[src/rtl/mem_bus_arbiter.sv]
// mem_bus_arbiter: shares one memory bus between instruction fetch and MEM, with starvation guard and ack timeout
module mem_bus_arbiter #(
    parameter int TIMEOUT    = 16,
    parameter int STARVE_MAX = 4
) (
    input  logic        clk,
    input  logic        rst,
    input  logic        if_ce_i,
    input  logic [31:0] if_addr_i,
    output logic [31:0] if_data_o,
    output logic        if_done_o,
    input  logic        mem_ce_i,
    input  logic        mem_we_i,
    input  logic [3:0]  mem_sel_i,
    input  logic [31:0] mem_addr_i,
    input  logic [31:0] mem_data_i,
    output logic [31:0] mem_data_o,
    output logic        mem_done_o,
    output logic        stallreq_if_o,
    output logic        stallreq_mem_o,
    output logic        bus_err_o,
    output logic        bus_ce_o,
    output logic        bus_we_o,
    output logic [3:0]  bus_sel_o,
    output logic [31:0] bus_addr_o,
    output logic [31:0] bus_data_o,
    input  logic [31:0] bus_data_i,
    input  logic        bus_ack_i
);
    typedef enum logic [1:0] {IDLE, IF_BUSY, MEM_BUSY} state_t;
    localparam int TW = $clog2(TIMEOUT + 1);
    localparam int SW = $clog2(STARVE_MAX + 1);
    localparam logic [TW-1:0] T_LAST = TW'(TIMEOUT - 1);
    localparam logic [SW-1:0] S_MAX = SW'(STARVE_MAX);
    state_t r_state, w_next;
    logic [TW-1:0] r_tcnt;
    logic [SW-1:0] r_starve;
    logic r_if_wait, r_we, r_if_done, r_mem_done, r_err;
    logic [3:0] r_sel;
    logic [31:0] r_addr, r_wdata, r_if_data, r_mem_data;
    logic w_busy, w_ack, w_timeout, w_end, w_idle_ok, w_grant_if, w_grant_mem;
    always_comb begin
        w_busy = r_state != IDLE;
        w_ack = w_busy & bus_ack_i;
        w_timeout = w_busy & ~bus_ack_i & (r_tcnt == T_LAST);
        w_end = w_ack | w_timeout;
        w_idle_ok = (r_state == IDLE) & ~r_if_done & ~r_mem_done;
        w_grant_mem = w_idle_ok & mem_ce_i & ~(if_ce_i & (r_starve == S_MAX));
        w_grant_if = w_idle_ok & if_ce_i & ~w_grant_mem;
        w_next = w_end ? IDLE : w_grant_mem ? MEM_BUSY : w_grant_if ? IF_BUSY : r_state;
    end
    always_ff @(posedge clk) begin
        if (rst) begin
            r_state <= IDLE;
            r_tcnt <= '0;
            r_starve <= '0;
            r_if_wait <= 1'b0;
            r_we <= 1'b0;
            r_sel <= '0;
            r_addr <= '0;
            r_wdata <= '0;
            r_if_data <= '0;
            r_mem_data <= '0;
            r_if_done <= 1'b0;
            r_mem_done <= 1'b0;
            r_err <= 1'b0;
        end else begin
            r_state <= w_next;
            r_tcnt <= w_busy ? r_tcnt + TW'(1) : '0;
            r_if_done <= w_end & (r_state == IF_BUSY);
            r_mem_done <= w_end & (r_state == MEM_BUSY);
            r_err <= w_timeout;
            if (w_grant_if) begin
                r_addr <= if_addr_i;
                r_we <= 1'b0;
                r_sel <= 4'hf;
                r_wdata <= '0;
            end
            if (w_grant_mem) begin
                r_addr <= mem_addr_i;
                r_we <= mem_we_i;
                r_sel <= mem_sel_i;
                r_wdata <= mem_data_i;
                r_if_wait <= if_ce_i;
            end
            if (w_ack & (r_state == IF_BUSY)) r_if_data <= bus_data_i;
            if (w_ack & (r_state == MEM_BUSY) & ~r_we) r_mem_data <= bus_data_i;
            if (w_end & (r_state == IF_BUSY)) r_starve <= '0;
            if (w_end & (r_state == MEM_BUSY) & r_if_wait & (r_starve != S_MAX)) r_starve <= r_starve + SW'(1);
        end
    end
    assign if_data_o = r_if_data;
    assign if_done_o = r_if_done;
    assign mem_data_o = r_mem_data;
    assign mem_done_o = r_mem_done;
    assign bus_err_o = r_err;
    assign stallreq_if_o = if_ce_i & ~r_if_done;
    assign stallreq_mem_o = mem_ce_i & ~r_mem_done;
    assign bus_ce_o = w_busy;
    assign bus_we_o = w_busy & r_we;
    assign bus_sel_o = w_busy ? r_sel : '0;
    assign bus_addr_o = w_busy ? r_addr : '0;
    assign bus_data_o = w_busy ? r_wdata : '0;
endmodule
[config.mk]
export PLATFORM = sky130hd
export DESIGN_NAME = mem_bus_arbiter
export DESIGN_NICKNAME = d
export VERILOG_FILES = /design/src/rtl/mem_bus_arbiter.sv
export SDC_FILE = /design/constraint.sdc
export NUM_CORES = 1
export LEC_CHECK = 0
export CAP_MARGIN = 30
export CORE_MARGIN = 8
export CORE_UTILIZATION = 41
export CTS_CLUSTER_DIAMETER = 50
export CTS_CLUSTER_SIZE = 16
export DETAILED_ROUTE_END_ITERATION = 10
export PLACE_DENSITY = 0.8
export SETUP_SLACK_MARGIN = 0.15
export SYNTH_ARGS = -nofsm -noshare
export SYNTH_HDL_FRONTEND = slang
export SYNTH_SLANG_ARGS = --single-unit
[constraint.sdc]
create_clock -name clk -period 2.3 [get_ports clk]
set_input_delay 0.46 -clock clk [delete_from_list [all_inputs] [get_ports clk]]
set_output_delay 0.46 -clock clk [all_outputs]
set_load 0.03 [all_outputs]
==> results.sh, run 1 <==
export IMPL_antenna_cells=0
export IMPL_p_seq_share_pct=37.9
export IMPL_clk_latency_ps=410
export IMPL_cp_top_family="buffers and inverters"
export IMPL_vias=5713
export IMPL_std_cell_rows=44
export IMPL_fmax_ghz=0.483
export IMPL_cts_max_path_buffers=2
export IMPL_synthCells=704
export IMPL_hold_viol_final=0
export IMPL_yosys_warnings=0
export IMPL_syn_to_final_growth_pct=56.5
export IMPL_yosysSeqAreaShare_pct=49.3
export IMPL_grt_pass1_vias=5610
export IMPL_drt_wl_total_mm=19.8
export IMPL_relSlewSlack_pct=71.1
export IMPL_fin_tns_setup_ps=0
export IMPL_cp_end_kind="primary output"
export IMPL_swShare_pct=29.8
export IMPL_cts_sinks=147
export IMPL_cp_start_kind="flop"
export IMPL_hpwl_mm=13.9
export IMPL_ios=277
export IMPL_stdcell_area_sq_um=9330
export IMPL_synth_edf_count=0
export IMPL_rsz0062_at_grt="false"
export IMPL_cts_inserted_buffers=17
export IMPL_pwr_density_cell_nw_per_um2=818
export IMPL_synth_seq_cells=147
export IMPL_power_leakage_nw=3.60
export IMPL_final_cell_mix="clkdlybuf4s50_1, dfxtp_1, nand2_1"
export IMPL_drive_above_1_share_pct=16.2
export IMPL_utilization_pct=65.0
export IMPL_max_stage_delay_ps=760
export IMPL_finalCritPeriodShare_pct=90.0
export IMPL_core_sq_um=14400
export IMPL_p_switching_w=0.00227
export IMPL_power_frac_clock_pct=37.1
export IMPL_drc=0
export IMPL_internal_power_w=0.00536
export IMPL_via_per_inst=4.95
export IMPL_p_total_w=0.00763
export IMPL_cts_tree="done"
export IMPL_netlist_area_sq_um=5960
export IMPL_start_util_pct=41.5
export IMPL_htreeDepth=4
export IMPL_post_place_cells=1122
export IMPL_final_cell_count_no_fill=1155
export IMPL_dpl_cell_area_sq_um=8710
export IMPL_crit_required_ps=1840
export IMPL_synth_top_flop_cell="dfxtp_1"
export IMPL_r2r_start="r_tcnt[0]$_SDFF_PP0_"
export IMPL_ant_nets=0
export IMPL_ctsHoldBuffers=0
export IMPL_drv_cap=0
export IMPL_track_usage_pct=20.4
export IMPL_cts_root_buffer="clkbuf_16"
export IMPL_wire_per_inst_microns=17.1
export IMPL_syn_nets=846
export IMPL_finalSetupViolations=0
export IMPL_die_h_microns=137
export IMPL_ys_async_sr_fraction_pct=0
export IMPL_slowest_stage="clkdlybuf4s50_1"
export IMPL_path_class="flop to primary output"
export IMPL_setup_worst_path_start="if_done_o$_SDFF_PP0_"
export IMPL_dieArea_sq_um=18700
export IMPL_synth_distinct_cells=36
export IMPL_first_pass_iters=4
export IMPL_port_buffers=276
export IMPL_fin_skew_ps=8.90
export IMPL_vdd_drop_max_mv=0.538
export IMPL_path_cells="clkdlybuf4s50_1"
export IMPL_syn_area_per_cell_sq_um=8.47
export IMPL_clk_pin_slew_worst_paths_ps=60
export IMPL_first_iter_violations=446
export IMPL_die_x_microns=137
export IMPL_critPathMaxFanout=4
export IMPL_nets=1100
export IMPL_fin_crit_ps=2070
export IMPL_hp_start="rst"
export IMPL_gr_total_overflow=0
export IMPL_grt_pass1_wl_mm=30.1
export IMPL_crit_buf_inv=1
export IMPL_share_comb_of_total_power_pct=24.9
export IMPL_grt_antenna_before_repair=0
export IMPL_tightest_slew_ps=433
export IMPL_min_path_type="input pin to flop"
export IMPL_gp_congestion=0.799
export IMPL_grt_max_degree=69
export IMPL_slew_violations=0
export IMPL_worst_ep_arrival_time_ps=1610
export IMPL_layout_commonest_cell="clkdlybuf4s50_1"
export IMPL_status="finished, final reports clean"
==> sequential cells by signal (all words and copies together) (netlist names) <==
register,flops
r_state,2
r_tcnt,5
r_starve,3
if_done_o,1
r_wdata,32
mem_done_o,1
r_if_wait,1
if_data_o,32
bus_err_o,1
mem_data_o,32
r_we,1
r_sel,4
r_addr,32
==> final cells by class <==
class                           instances  area [sq um]
Fill cell                            1207          5040
Sequential cell                       147          2950
Timing Repair Buffer                  294          2790
Multi-Input combinational cell        493          2740
Clock buffer                           20           457
Tap cell                              184           230
Clock inverter                         12           155
Inverter                                5          18.8
==> power groups by stage <==
stage	sequential [W]	combinational, W	clock [W]
2_1_floorplan	0.00302	0.00107	0
3_3_place_gp	0.00294	0.00189	0
3_5_place_dp	0.00295	0.00191	0
4_1_cts	0.00289	0.00193	0.00290
5_1_grt	0.00292	0.00205	0.00301
6_report	0.00290	0.00190	0.00283
==> logic make-up after synthesis <==
family                   share of synthesized area (%)
flip-flops                                        49.3
multiplexers                                     0.168
buffers and inverters                             4.82
AND/OR/NAND/NOR                                   24.1
XOR/XNOR                                         0.441
adder cells (fa/ha/maj)                          0.839
AO/OA/AOI/OAI                                     20.3
==> timing repair <==
| item | in CTS | in global routing |
|---|---|---|
| hold endpoints to repair | 0 | 0 |
| gates resized for setup | 1 | 2 |
| setup buffers | 1 | 0 |
| setup endpoints to repair | 58 | 16 |
| pin swaps | 1 | 0 |
==> layer usage <==
layer,global-route usage (%),part of all wire [%],vias to the layer above
met3,7.01,8.1,33
met4,8.97,2.7,0
met2,33.8,48,186
met1,23.3,41,2606
met5,0,0,-
li1,-,-,2888
==> per-stage QoR <==
stage / setup slack (ps) / hold slack (ps)
floorplan: 247 / 418
global placement: 246 / 431
detailed placement: 131 / 438
CTS: 170 / 384
global route: 179 / 400
finish: 229 / 402
==> worst paths after layout <==
path / to / slack (ps) / cells past startpoint
worst min-delay path: r_wdata[30]$_SDFFE_PP0P_ / 400 / 2
worst min register to register: r_tcnt[0]$_SDFF_PP0_ / 450 / 1
worst max-delay path: if_done_o / 230 / 1
worst max register to register: r_state[0]$_SDFFE_PP0P_ / 470 / 5
==> synth_stat cells, types with 2 or more instances <==
library cell	number	area [sq um]
dfxtp_1	147	2940
nand2_1	133	499
nor2_1	84	315
and2_1	70	438
a21oi_1	67	335
clkbuf_1	44	165
a22oi_1	33	248
o22ai_1	32	200
a211oi_2	26	325
a211oi_1	8	60.1
buf_2	8	40.0
nor3_1	6	30.0
inv_1	5	18.8
nand3_1	5	25.0
buf_4	4	30.0
ha_1	4	50.1
buf_6	3	33.8
nor2b_1	3	18.8
and3_1	2	12.5
nand4_1	2	12.5
or2_2	2	12.5
xor2_1	2	17.5
Power figures use the tool's default switching activity.
==> run 2, diff against run 1 <==
==> constraint.sdc (replaced) <==
create_clock -name clk -period 2.3 [get_ports clk]
set_input_delay 0.46 -clock clk [delete_from_list [all_inputs] [get_ports clk]]
set_output_delay 0.46 -clock clk [all_outputs]
set_load 0.05 [all_outputs]
==> run 2 against run 1 <==
  * Cell count up 0.26%
  * Total power is 10% higher
  * Sequential power is essentially flat
  * Combinational power is 34% higher
  * Die area is the same
  * Maximum frequency down 2.3%
==> results.sh, run 2 (synthesized netlist as in run 1, its figures left out) <==
export IMPL_drt_wl_total_mm=20.7
export IMPL_gr_total_overflow=0
export IMPL_wire_per_inst_microns=17.9
export IMPL_p_seq_share_pct=34.4
export IMPL_relSlewSlack_pct=62.3
export IMPL_rsz0062_at_grt="false"
export IMPL_hp_start="mem_data_o[18]$_SDFFE_PP0P_"
export IMPL_cts_max_path_buffers=2
export IMPL_grt_pass1_vias=5914
export IMPL_cts_root_buffer="clkbuf_16"
export IMPL_grt_max_degree=59
export IMPL_std_cell_rows=44
export IMPL_slew_violations=0
export IMPL_port_buffers=276
export IMPL_cts_sinks=147
export IMPL_antenna_cells=0
export IMPL_core_sq_um=14400
export IMPL_holdPathEnd="mem_data_o[18]$_SDFFE_PP0P_"
export IMPL_vdd_drop_max_mv=0.501
export IMPL_finalCritPeriodShare_pct=92.2
export IMPL_pwr_density_cell_nw_per_um2=815
export IMPL_fin_skew_ps=5.76
export IMPL_internal_power_w=0.00576
export IMPL_nFillCells=1072
export IMPL_start_util_pct=41.5
export IMPL_drc=0
export IMPL_track_usage_pct=21.4
export IMPL_finalSetupViolations=0
export IMPL_gp_congestion=0.801
export IMPL_fin_crit_ps=2120
export IMPL_hold_viol_final=0
export IMPL_dieArea_sq_um=18700
export IMPL_r2r_cells=5
export IMPL_swShare_pct=31.7
export IMPL_cp_end_kind="primary output"
export IMPL_syn_to_final_growth_pct=73.3
export IMPL_power_leakage_nw=3.86
export IMPL_htreeDepth=4
export IMPL_power_frac_clock_pct=35.4
export IMPL_ios=277
export IMPL_whs_path_depth=2
export IMPL_r2r_start="r_tcnt[0]$_SDFF_PP0_"
export IMPL_worst_ep_arrival_time_ps=1660
export IMPL_path_class="flop to primary output"
export IMPL_fin_tns_setup_ps=0
export IMPL_clk_latency_ps=420
export IMPL_drive_above_1_share_pct=16.6
export IMPL_drv_cap=0
export IMPL_die_h_microns=137
export IMPL_p_switching_w=0.00267
export IMPL_critPathMaxFanout=25
export IMPL_grt_antenna_before_repair=0
export IMPL_timing_rr_end="r_state[0]$_SDFFE_PP0P_"
export IMPL_first_iter_violations=326
export IMPL_fin_ws_ps=180
export IMPL_layout_commonest_cell="clkdlybuf4s50_1"
export IMPL_final_cell_mix="clkdlybuf4s50_1, dfxtp_1, nand2_1"
export IMPL_ant_nets=0
export IMPL_cts_tree="done"
export IMPL_setup_worst_path_start="r_state[0]$_SDFFE_PP0P_"
export IMPL_nets=1103
export IMPL_grt_pass1_wl_mm=31.4
export IMPL_hpwl_mm=14.7
export IMPL_cp_start_kind="flop"
export IMPL_clk_pin_slew_worst_paths_ps=60
export IMPL_vias=5915
export IMPL_dp_slack_ps=203
export IMPL_share_comb_of_total_power_pct=30.2
export IMPL_tightest_slew_ps=567
export IMPL_fmax_ghz=0.472
export IMPL_regToRegSetupSlack_ps=470
export IMPL_min_path_type="flop to flop"
export IMPL_status="finished, final reports clean"
export IMPL_via_per_inst=5.11
export IMPL_die_x_microns=137
export IMPL_crit_required_ps=1840
export IMPL_first_pass_iters=4
export IMPL_cts_inserted_buffers=17
[run 2: cell count changes in the layout (fill, tap and decap cells not counted), sizes merged]
cell and delta:
clkinvlp +1, clkinv -1, clkbuf -1, buf +3, dlygate4sd2 +1, clkdlybuf4s50 -2
inv +1, bufinv +1
[run 2: cell type report]
cell class,count,area (sq um),area share [%]
inverter,5,18.8,0.182
timing repair buffer,297,3760,36.4
multi-input combinational,493,2740,26.5
clock buffer,18,439,4.25
sequential,147,2950,28.5
clock inverter,14,204,1.97
tap,184,230,2.23
[run 2: how the worst max path moves through the flow]
stage	to	slack, ps	cells after the start
floorplan	bus_data_o[23]	210	4
global placement	r_state[0]$_SDFFE_PP0P_	260	5
detailed placement	r_state[0]$_SDFFE_PP0P_	200	5
CTS	bus_addr_o[21]	160	4
global route	bus_data_o[8]	150	4
finish	bus_data_o[8]	180	4
[run 2: repair_timing]
action	in CTS	in global routing
gates cloned	0	1
gates resized for setup	4	0
pin swaps	1	0
buffers inserted	2	0
hold buffers	0	0
endpoints found under the setup margin	64	2
hold endpoints to repair	0	0
[run 2: worst max-delay path: stages (launching register included)]
cell and delay, ps:
dfxtp_2 360, or2_4 310, clkbuf_16 210, and2_1 200, buf_12 150
[run 2: per-layer routing]
metal	vias up	global-route usage [%]	wire length [microns]
li1	2903	-	-
met1	2750	23.6	8100
met2	229	36.3	10000
met3	33	8.04	2000
met4	0	8.85	563
met5	-	0	0
[run 2: power by group through the flow]
stage	clock network [W]	logic (W)	registers, W
2_1_floorplan	0	0.00123	0.00310
3_3_place_gp	0	0.00248	0.00294
3_5_place_dp	0	0.00251	0.00295
4_1_cts	0.00304	0.00254	0.00289
5_1_grt	0.00315	0.00270	0.00292
6_report	0.00298	0.00255	0.00290
[run 2: stage by stage]
step	std cells	utilization [%]	area, sq um	hold WS [ps]	total power (W)
after floorplan	704	-	5970	418	0.00433
after global placement	1123	67.2	9650	430	0.00541
after detailed placement	1123	67.2	9650	446	0.00545
after CTS	1157	71.8	10300	440	0.00847
after global routing	1158	72.0	10300	451	0.00877
final	1158	72.0	10300	452	0.00842
==> run 3, diff against run 2 <==
==> constraint.sdc (replaced) <==
create_clock -name clk -period 2.3 [get_ports clk]
set_input_delay 0.69 -clock clk [delete_from_list [all_inputs] [get_ports clk]]
set_output_delay 0.69 -clock clk [all_outputs]
set_load 0.05 [all_outputs]
==> run 3 against run 2 <==
  * The flow now finishes with violations (setup timing)
  * Largest power group is now sequential cells
  * Cell count is 0.86% higher
  * Global-route usage increased by 0.75 points
  * Largest cell class unchanged
  * Total power increased by 1.2%
  * Critical endpoint is now bus_data_o[12]
  * Clock power is 3% lower
  * Sequential power about the same
  * Hold slack worse by 3.6 ps
  * Register-to-register slack worse by 110 ps
  * Clock-buffer cell count rose by 1
  * Combinational power grew 7%
  * Routed wire length up 3.3%
  * Critical path depth stayed put
==> results.sh, run 3 (synthesized netlist as in run 1, its figures left out) <==
export IMPL_status="complete, but fails checks"
export IMPL_violations="setup timing"
export IMPL_regToRegSetupSlack_ps=360
export IMPL_utilization_pct=73.5
export IMPL_finalSetupViolations=20
export IMPL_whs_path_depth=2
export IMPL_crit_required_ps=1610
export IMPL_core_sq_um=14400
export IMPL_r2r_start="r_state[1]$_SDFFE_PP0P_"
export IMPL_std_cell_rows=44
export IMPL_cts_root_buffer="clkbuf_16"
export IMPL_dp_slack_ps=33.9
export IMPL_nets=1113
export IMPL_first_iter_violations=320
export IMPL_grt_pass1_wl_mm=32.3
export IMPL_ios=277
export IMPL_fmax_ghz=0.434
export IMPL_syn_to_final_growth_pct=77.0
export IMPL_drv_cap=0
export IMPL_cts_tree="done"
export IMPL_use_met3_pct=7.56
export IMPL_layout_commonest_cell="dfxtp_1"
export IMPL_dieArea_sq_um=18700
export IMPL_stdcell_area_sq_um=10600
export IMPL_vias=6014
export IMPL_die_h_microns=137
export IMPL_path_class="flop to primary output"
export IMPL_tightest_slew_ps=558
export IMPL_finalCritPeriodShare_pct=100
export IMPL_first_pass_iters=5
export IMPL_cp_end_kind="primary output"
export IMPL_fin_skew_ps=11.7
export IMPL_grt_antenna_before_repair=0
export IMPL_die_x_microns=137
export IMPL_grt_pass1_vias=5982
export IMPL_busiest_layer="met2"
export IMPL_cts_inserted_buffers=17
export IMPL_ant_nets=0
export IMPL_fin_ws_ps=-5.99
export IMPL_drive_above_1_share_pct=23.2
export IMPL_drc=0
export IMPL_cp_start_kind="flop"
export IMPL_vdd_drop_max_mv=0.515
export IMPL_pwr_density_cell_nw_per_um2=807
export IMPL_worst_ep_arrival_time_ps=1620
export IMPL_gr_total_overflow=0
export IMPL_track_usage_pct=22.1
export IMPL_gp_congestion=0.786
export IMPL_hpwl_mm=15.0
export IMPL_p_total_w=0.00852
export IMPL_htreeDepth=4
export IMPL_relSlewSlack_pct=62.9
export IMPL_hp_start="mem_data_o[5]$_SDFFE_PP0P_"
export IMPL_critPathMaxFanout=13
export IMPL_antenna_cells=0
export IMPL_wire_per_inst_microns=18.3
export IMPL_clk_pin_slew_worst_paths_ps=60
export IMPL_dpl_cell_area_sq_um=9740
export IMPL_fin_crit_ps=2310
export IMPL_hold_viol_final=0
export IMPL_slew_violations=0
export IMPL_via_per_inst=5.15
export IMPL_power_leakage_nw=4.32
export IMPL_cts_sinks=147
export IMPL_hold_slack_ps=448
export IMPL_clk_latency_ps=430
export IMPL_min_path_type="flop to flop"
export IMPL_ctsHoldBuffers=0
export IMPL_cts_max_path_buffers=2
export IMPL_drt_wl_total_mm=21.4
export IMPL_start_util_pct=41.5
export IMPL_grt_max_degree=45
export IMPL_holdPathEnd="mem_data_o[5]$_SDFFE_PP0P_"
export IMPL_timing_rr_end="r_sel[2]$_SDFFE_PP0P_"
export IMPL_grt_use_met2_pct=39.3
export IMPL_r2r_cells=7
export IMPL_use_met1_pct=23.2
export IMPL_nFillCells=1000
export IMPL_final_cell_mix="dfxtp_1, clkdlybuf4s50_1, nand2_1"
export IMPL_port_buffers=276
export IMPL_rsz0062_at_grt="true"
[run 3: repair_timing]
action,CTS,global route
gates resized for setup,72,52
setup buffers,0,4
gates cloned,1,3
endpoints found under the setup margin,133,69
pin swaps,1,14
[run 3: power by group]
group / switching [W] / internal, W
Clock: 0.00113 / 0.00175
Sequential: 0.000116 / 0.00278
Combinational: 0.00149 / 0.00126
Total: 0.00273 / 0.00579
[run 3: how the worst max path moves through the flow]
| stage | slack (ps) | start | depth (start not counted) | endpoint |
|---|---|---|---|---|
| after global placement | 30 | if_ce_i | 7 | r_addr[21]$_SDFFE_PP0P_ |
| after global routing | -60 | r_state[1]$_SDFFE_PP0P_ | 4 | bus_data_o[2] |
| after detailed placement | 30 | if_ce_i | 7 | r_addr[27]$_SDFFE_PP0P_ |
| after CTS | -30 | r_state[0]$_SDFFE_PP0P_ | 4 | bus_data_o[24] |
| after floorplan | 70 | r_state[1]$_SDFFE_PP0P_ | 4 | bus_data_o[23] |
| final | -6 | r_state[1]$_SDFFE_PP0P_ | 4 | bus_data_o[12] |
[run 3: metrics by stage]
stage / setup TNS (ps) / std cells
floorplan: 0 / 704
global placement: 0 / 1128
detailed placement: 0 / 1128
CTS: -234 / 1161
global route: -1570 / 1168
finish: -60.9 / 1168
[run 3: layout make-up]
class	instances	area, sq um	area share, %
clock inverter	13	176	1.67
clock buffer	19	443	4.20
tap	184	230	2.18
inverter	5	18.8	0.178
multi-input combinational	493	2870	27.2
sequential	147	2950	27.9
timing repair buffer	307	3870	36.6
[run 3: routing by layer]
layer	share of wire, %	up-vias
met4	3.4	0
met2	51	241
li1	-	2927
met5	0	-
met1	36	2799
met3	8.8	47
[run 3: worst max-delay path, stage by stage, from the launching register on]
cell and delay (ps):
dfxtp_2 320, or2_4 330, clkbuf_16 200, and2_1 180, buf_12 150
